==> src/rtl/fc_arbiter.sv <==
// fc_arbiter: 4-channel source-FIFO read arbiter with pause/halt flow control and a two-stage forward path.
// Optional macro FC_ARB_PRIORITY_EN selects fixed priority (channel 0 highest) in place of round-robin.
module fc_arbiter #(
    parameter int DATA_WIDTH = 10
) (
    input  logic                  clk,
    input  logic                  reset,
    input  logic [3:0]            pause,
    input  logic [3:0]            i_continue,
    input  logic [3:0]            error_full,
    input  logic                  idle,
    input  logic [3:0]            FIFOempty,
    input  logic [DATA_WIDTH-1:0] data0,
    input  logic [DATA_WIDTH-1:0] data1,
    input  logic [DATA_WIDTH-1:0] data2,
    input  logic [DATA_WIDTH-1:0] data3,
    input  logic                  out_ready,
    output logic [3:0]            pop,
    output logic [DATA_WIDTH-1:0] data_out,
    output logic                  valid_out,
    output logic [1:0]            chan_out,
    output logic [3:0]            halted
);

    typedef enum logic [1:0] {sIDLE, sARB, sWAIT} state_t;

    state_t                r_state, w_next;
    logic [3:0]            r_paused, r_halted, w_elig;
    logic                  w_any, w_pop_en;
    logic [1:0]            w_gidx, r_p1_chan, r_chan_out;
    logic [1:0]            r_vld_pipe;
    logic [DATA_WIDTH-1:0] w_rdata, r_data_out;

    // Flags are registered, so a pause/halt landing with a pop never cancels it.
    assign w_elig = ~FIFOempty & ~r_paused & ~r_halted;
    assign w_any  = |w_elig;

    always_ff @(posedge clk or negedge reset) begin
        if (!reset) begin
            r_paused <= 4'b0000;
            r_halted <= 4'b0000;
        end else begin
            r_paused <= (r_paused & ~i_continue) | pause;
            r_halted <= r_halted | error_full;
        end
    end

`ifdef FC_ARB_PRIORITY_EN
    always_comb begin
        w_gidx = 2'd0;
        for (int k = 3; k >= 0; k--)
            if (w_elig[k]) w_gidx = 2'(k);
    end
`else
    logic [1:0] r_ptr;

    // Descending scan so the channel closest after r_ptr wins; k=4 wraps to r_ptr itself.
    always_comb begin
        w_gidx = r_ptr;
        for (int k = 4; k >= 1; k--)
            if (w_elig[r_ptr + 2'(k)]) w_gidx = r_ptr + 2'(k);
    end

    always_ff @(posedge clk or negedge reset) begin
        if (!reset)        r_ptr <= 2'd3;
        else if (w_pop_en) r_ptr <= w_gidx;
    end
`endif

    always_ff @(posedge clk or negedge reset) begin
        if (!reset) r_state <= sIDLE;
        else        r_state <= w_next;
    end

    always_comb begin
        w_next   = r_state;
        w_pop_en = 1'b0;
        case (r_state)
            sIDLE: if (!idle) w_next = sARB;
            sARB: begin
                if (idle)           w_next = sIDLE;
                else if (!w_any)    w_next = sWAIT;
                else if (out_ready) w_pop_en = 1'b1;
            end
            sWAIT: begin
                if (idle)       w_next = sIDLE;
                else if (w_any) w_next = sARB;
            end
            default: w_next = sIDLE;
        endcase
    end

    assign pop = w_pop_en ? (4'b0001 << w_gidx) : 4'b0000;

    always_comb begin
        case (r_p1_chan)
            2'd0:    w_rdata = data0;
            2'd1:    w_rdata = data1;
            2'd2:    w_rdata = data2;
            default: w_rdata = data3;
        endcase
    end

    // Stage 0: pop issued; stage 1: FIFO data captured into the output register.
    always_ff @(posedge clk or negedge reset) begin
        if (!reset) begin
            r_vld_pipe <= 2'b00;
            r_p1_chan  <= 2'd0;
            r_data_out <= '0;
            r_chan_out <= 2'd0;
        end else begin
            r_vld_pipe <= {r_vld_pipe[0], w_pop_en};
            if (w_pop_en) r_p1_chan <= w_gidx;
            if (r_vld_pipe[0]) begin
                r_data_out <= w_rdata;
                r_chan_out <= r_p1_chan;
            end
        end
    end

    assign data_out  = r_data_out;
    assign valid_out = r_vld_pipe[1];
    assign chan_out  = r_chan_out;
    assign halted    = r_halted;

endmodule

==> config.mk <==
export PLATFORM = sky130hd
export DESIGN_NAME = fc_arbiter
export DESIGN_NICKNAME = d
export VERILOG_FILES = /design/src/rtl/fc_arbiter.sv
export SDC_FILE = /design/constraint.sdc
export NUM_CORES = 1
export LEC_CHECK = 0
export CAP_MARGIN = 40
export CORE_ASPECT_RATIO = 1.1
export CORE_MARGIN = 2
export CORE_UTILIZATION = 29
export DETAILED_ROUTE_END_ITERATION = 10
export DONT_BUFFER_PORTS = 1
export GPL_ROUTABILITY_DRIVEN = 1
export PLACE_DENSITY_LB_ADDON = 0.05
export SYNTH_ARGS = -nofsm -noshare
export SYNTH_HDL_FRONTEND = slang
export SYNTH_SLANG_ARGS = --single-unit
export TNS_END_PERCENT = 20
==> constraint.sdc <==
create_clock -name clk -period 1.8 [get_ports clk]
set_input_delay 0.18 -clock clk [delete_from_list [all_inputs] [get_ports clk]]
set_output_delay 0.18 -clock clk [all_outputs]
set_load 0.05 [all_outputs]
# Yosys cells after proc, flatten, opt, wreduce, memory -nomap -nowiden
# Cells that the tools add are included.
dict set report totals {
  register_bits 28
  latchBits 0
  ram_bits 0
  rom_bits 0
  input_bits 60
  memories 0
}
dict set report classes {
  addsub 3
  n_mul 0
  div_mod_pow 0
  order_cmp 3
  eq_ne 7
  shifts 1
  n_mux 21
  bitwise 9
  reduce_logical 4
}
# cell count
set op_table {}
lappend op_table {{$pmux W10 S3} 1}
lappend op_table {{$mux W2} 8}
lappend op_table {{$not A4 Y4} 4}
lappend op_table {{$and A4 B4 Y4} 3}
lappend op_table {{$lt A2 B3 Y1 const B} 3}
lappend op_table {{$or A4 B4 Y4} 2}
lappend op_table {{$mux W1} 7}
lappend op_table {{$bmux W1 S2} 3}
lappend op_table {{$ne A3 B3 Y1 const B} 2}
lappend op_table {{$pmux W2 S3} 1}
lappend op_table {{$add A2 B2 Y2 const B} 2}
lappend op_table {{$eq A2 B1 Y1 const B} 2}
lappend op_table {{$eq A2 B2 Y1 const B} 2}
lappend op_table {{$logic_not A2 Y1} 2}
lappend op_table {{$mux W4} 1}
lappend op_table {{$reduce_or A4 Y1} 1}
lappend op_table {{$shl A1 B2 Y4 const A} 1}
lappend op_table {{$reduce_and A3 Y1} 1}
lappend op_table {{$add A2 B1 Y2 const B} 1}
lappend op_table {{$ne A2 B2 Y1 const B} 1}

# Depth between registers and ports, before layout
dict set report logic_depth {
  ltp_word 10
  depth_mapped 5
  depth_no_buf 5
}

# Worst setup path before layout
# Ideal clock, no wire load.
dict set report synth_timing {
  path_type {register to output}
  startpoint {register r_halted[2], in the netlist halted[2]}
  endpoint {output port pop[2]}
  arrival_ps 2841
  t_required_ps 1620
  slack_ps -1221
  stages_incl_launch_ff 5
  path_cell_list {dfrtp_1 -> nor3_1 -> nor4_2 -> or2_4 -> nor4_1}
}
dict set report synth_via {
  elab_chain_cells 9
  word_cells_on_any_way 17
}
# element line_no
set synth_rtl {}
lappend synth_rtl {{from (decl)} 28} ;# logic [3:0] r_paused, r_halted, w_elig;
lappend synth_rtl {{from (signal assigned)} 44} ;# r_halted <= r_halted | error_full;
lappend synth_rtl {{$not A4 Y4 *} 35} ;# assign w_elig = ~FIFOempty & ~r_paused & ~r_halted;
lappend synth_rtl {{$and A4 B4 Y4 *} 35}
lappend synth_rtl {{$bmux W1 S2} 61} ;# if (w_elig[r_ptr + 2'(k)]) w_gidx = r_ptr + 2'(k);
lappend synth_rtl {{$mux W1 (implied by the code)} 61}
lappend synth_rtl {{$mux W2 (3 in a row)} 61}
lappend synth_rtl {{$shl A1 B2 Y4} 93} ;# assign pop = w_pop_en ? (4'b0001 << w_gidx) : 4'b0000;
lappend synth_rtl {{$mux W4 *} 93}
lappend synth_rtl {{to (decl)} 18} ;# output logic [3:0] pop,
# Every way passes the cells marked *; elsewhere a longest branch is shown, timed or not. The select of a mux whose other input is x is not followed.

# Worst setup path after layout
dict set report layout_timing {
  startpoint {register r_ptr[1]}
  endpoint {output port pop[0]}
}
dict set report layout_via {
  elab_chain_cells 8
  word_cells_on_any_way 14
}
# element line_no
set layout_rtl {}
lappend layout_rtl {{from (decl)} 55} ;# logic [1:0] r_ptr;
lappend layout_rtl {{from (signal assigned)} 66} ;# else if (w_pop_en) r_ptr <= w_gidx;
lappend layout_rtl {{$add A2 B2 Y2} 61}
lappend layout_rtl {{$bmux W1 S2} 61}
lappend layout_rtl {{$mux W1 (implied by the code)} 61}
lappend layout_rtl {{$mux W2 (2 in a row)} 61}
lappend layout_rtl {{$mux W2 *} 61}
lappend layout_rtl {{$shl A1 B2 Y4 *} 93}
lappend layout_rtl {{$mux W4 *} 93}
# Marked as above.

==> metrics.cfg <==
[place]
dp_slack_ns = -0.0472
hpwl_um = 2530
placed_area_sq_um = 1800
gp_congestion = 0.681
io_buffers = 0

[routing]
routedWlPerCell_um = 17.0
vias = 1061
first_pass_iters = 4
drt-total-wl_um = 3370
first_iter_violations = 27
final_antenna_net_count = 0
drc = 0
routed_via_density = 5.36

[hold_path]
hold_class = input port to flop
hold_end = r_paused[2]$_DFF_PN0_
worstHoldPathCells = 2
hold_start = i_continue[2]

[synthesis]
synth_fp_nets = 164
yosysSeqAreaShare = 0.482
synth_area_per_cell_sq_um = 14.0
synth.distinct_cells = 38
yosysWarnings = 0
synth_area_sq_um = 1460
postSynthCellCount = 104
synth_seq_cells = 28

[clock_network]
cts_tree = done
cts.sinks = 28
clk_pin_slew_ns = 0.10
h-tree-depth = 1
clockBufferDepth = 2
root_buffer = clkbuf_8
cts_made_buffers = 3
insertion_delay_ns = 0.27

[global_route]
grt-ovfl-total = 0
grt_pass1_wl_um = 5250
grt_max_degree = 29
grtUsageTotal = 0.120
antenna_found_initial = 0
grt_pass1_vias = 1093

[floorplanning]
die_area_sq_um = 5610
core_sq_um = 4930
die_y_um = 78.4
num_rows = 27
ios = 81
die_w_um = 71.6
start_util = 0.296

[sta]
period_share = 1.22
max_freq_ghz = 0.457
relSlewSlack = 0.628
maxSlewViolCount = 0
finalSetupViolCount = 4
fin_skew_ns = 0.00487
rsz0062_at_grt = true
fin_ws_ns = -0.390
hold_viol = 0
period_needed_ns = 2.19
worst_slew_pin_slew_ns = 0.558

[layout]
fin_area_sq_um = 2020
drive_gt1_frac = 0.593
num-fill-cells = 480
n_antenna_cell = 0
area_growth_pct = 38.3
final_util = 0.409
nets = 201

[flow_run]
cap_violations = 0

[critical_path]
r2r-end = r_p1_chan[0]$_DFFE_PN0P_
crit_path_max_fanout = 5
endpoint_kind = output port
criticalPathCategory = flop to output port
critPathRequiredTime_ns = 1.62
cp.arrival_ns = 2.01
reg2reg_depth = 6
r2r_slack_ns = 0.06
cp-start-kind = flop
r2r_start = r_ptr[1]$_DFFE_PN1P_

[run_status]
status = complete, but fails checks
violations = setup timing

[power]
peakVddDrop_mv = 0.293
powerDensity_nw_per_um2 = 596
leakage_nw = 0.834

## how the worst max path moves through the flow
stage | startpoint | end | slack [ns] | depth (start not counted)
after CTS | r_paused[3]$_DFF_PN0_ | pop[3] | -0.36 | 5
after global placement | r_paused[3]$_DFF_PN0_ | pop[3] | -0.01 | 5
after detailed placement | r_ptr[1]$_DFFE_PN1P_ | pop[3] | -0.05 | 6
after global routing | r_ptr[1]$_DFFE_PN1P_ | pop[0] | -0.44 | 7
final | r_ptr[1]$_DFFE_PN1P_ | pop[0] | -0.39 | 7
after floorplan | halted[0]$_DFF_PN0_ | pop[2] | -0.25 | 4
## state kept, by name (all words and copies together), names as in the netlist
name / cells
r_vld_pipe: 2
r_state: 2
r_paused: 4
chan_out: 2
data_out: 10
halted: 4
r_p1_chan: 2
r_ptr: 2
## power breakdown
| part | total [mW] | switching [mW] | internal (mW) | leakage [nW] |
|---|---|---|---|---|
| combinational | 0.112 | 0.0376 | 0.0742 | 0.461 |
| clock | 0.392 | 0.196 | 0.196 | 0.0288 |
| sequential | 0.698 | 0.0467 | 0.651 | 0.345 |
| total | 1.20 | 0.281 | 0.922 | 0.834 |
## kinds of logic (layout without fill, tap and decap cells)
family                   after synthesis  after routing  share of synthesized area
adder cells (fa/ha/maj)                1              1                    0.00686
XOR/XNOR                               1              1                    0.00600
multiplexers                          24             24                      0.268
buffers and inverters                  9             45                     0.0266
AND/OR/NAND/NOR                       22             22                      0.112
AO/OA/AOI/OAI                         19             19                     0.0995
flip-flops                            28             28                      0.482
## synth_stat cells, drive strengths merged
cell type,instances,area [sq um]
and2b,1,8.76
a21o,4,31.3
dfrtp,26,651
a21oi,1,5.00
nor4b,1,8.76
mux2,14,165
o21ai,3,15.0
nor2,2,7.51
mux4,10,225
a211o,1,10.0
nand4bb,1,11.3
o32ai,1,8.76
clkbuf,1,5.00
dfstp,2,52.6
maj3,1,10.0
o21ba,1,10.0
inv,5,21.3
nor3b,1,7.51
or4,1,7.51
and4,1,10.0
nor4,3,25.0
buf,3,12.5
o211a,1,10.0
a211oi,1,7.51
xnor2,1,8.76
or2,6,40.0
o31ai,3,22.5
o21a,2,15.0
o32a,1,10.0
or3,1,6.26
nor3,4,30.0
## worst max-delay path: stages (launching register included)
cell and delay (ns):
dfstp_2 0.41, nor4b_2 0.16, buf_4 0.14, o21ba_1 0.18, a211o_4 0.36, buf_6 0.13, a211oi_4 0.19, buf_12 0.17
## cells in the final DEF, fill, tap and decap left out, types with 2 or more instances in the layout
cell / Yosys / final
dfrtp_1: 26 / 21
mux4_2: 10 / 10
o31ai_1: 3 / 2
buf_12: 0 / 5
dfstp_2: 2 / 2
or2_2: 5 / 5
nor3_4: 0 / 2
dfrtp_2: 0 / 5
mux2_2: 12 / 12
inv_1: 4 / 4
o21ai_0: 3 / 3
nor2_1: 2 / 2
buf_4: 0 / 20
o21a_1: 2 / 2
mux2_4: 2 / 2
a21o_1: 3 / 3
dlygate4sd3_1: 0 / 10
clkbuf_8: 0 / 4
## metrics by stage
stage	TNS (ns)	total power [mW]	hold WS, ns	std cells
6_report	-1.37	1.20	0.0659	198
5_1_grt	-1.68	1.27	0.0607	198
4_1_cts	-1.37	1.23	0.00190	195
3_5_place_dp	-0.0969	0.785	-0.115	182
3_3_place_gp	-0.0256	0.781	-0.115	182
2_1_floorplan	-0.821	0.764	-0.116	104
## metal layers
metal	up-vias	wire length [um]	global-route usage
met5	-	0	0
met4	0	36	0.0396
met3	4	280	0.0321
met2	48	1840	0.219
met1	535	1220	0.133
li1	474	-	-
## timing repair
item / in CTS / in global routing
endpoints found under the hold margin: 36 / 2
resized for setup: 4 / 4
hold buffers: 9 / 2
endpoints found under the setup margin: 4 / 4
setup buffers: 0 / 1
pin swaps: 0 / 3
## area by class of cell
class                   count  area, sq um  area share
inverters                   5         21.3      0.0105
clock buffers               4         55.1      0.0273
well taps                  58         72.6      0.0360
repair buffers             36          362       0.179
multi-input cells          67          797       0.395
flip-flops and latches     28          709       0.352
(Power assumes the default switching activity.)
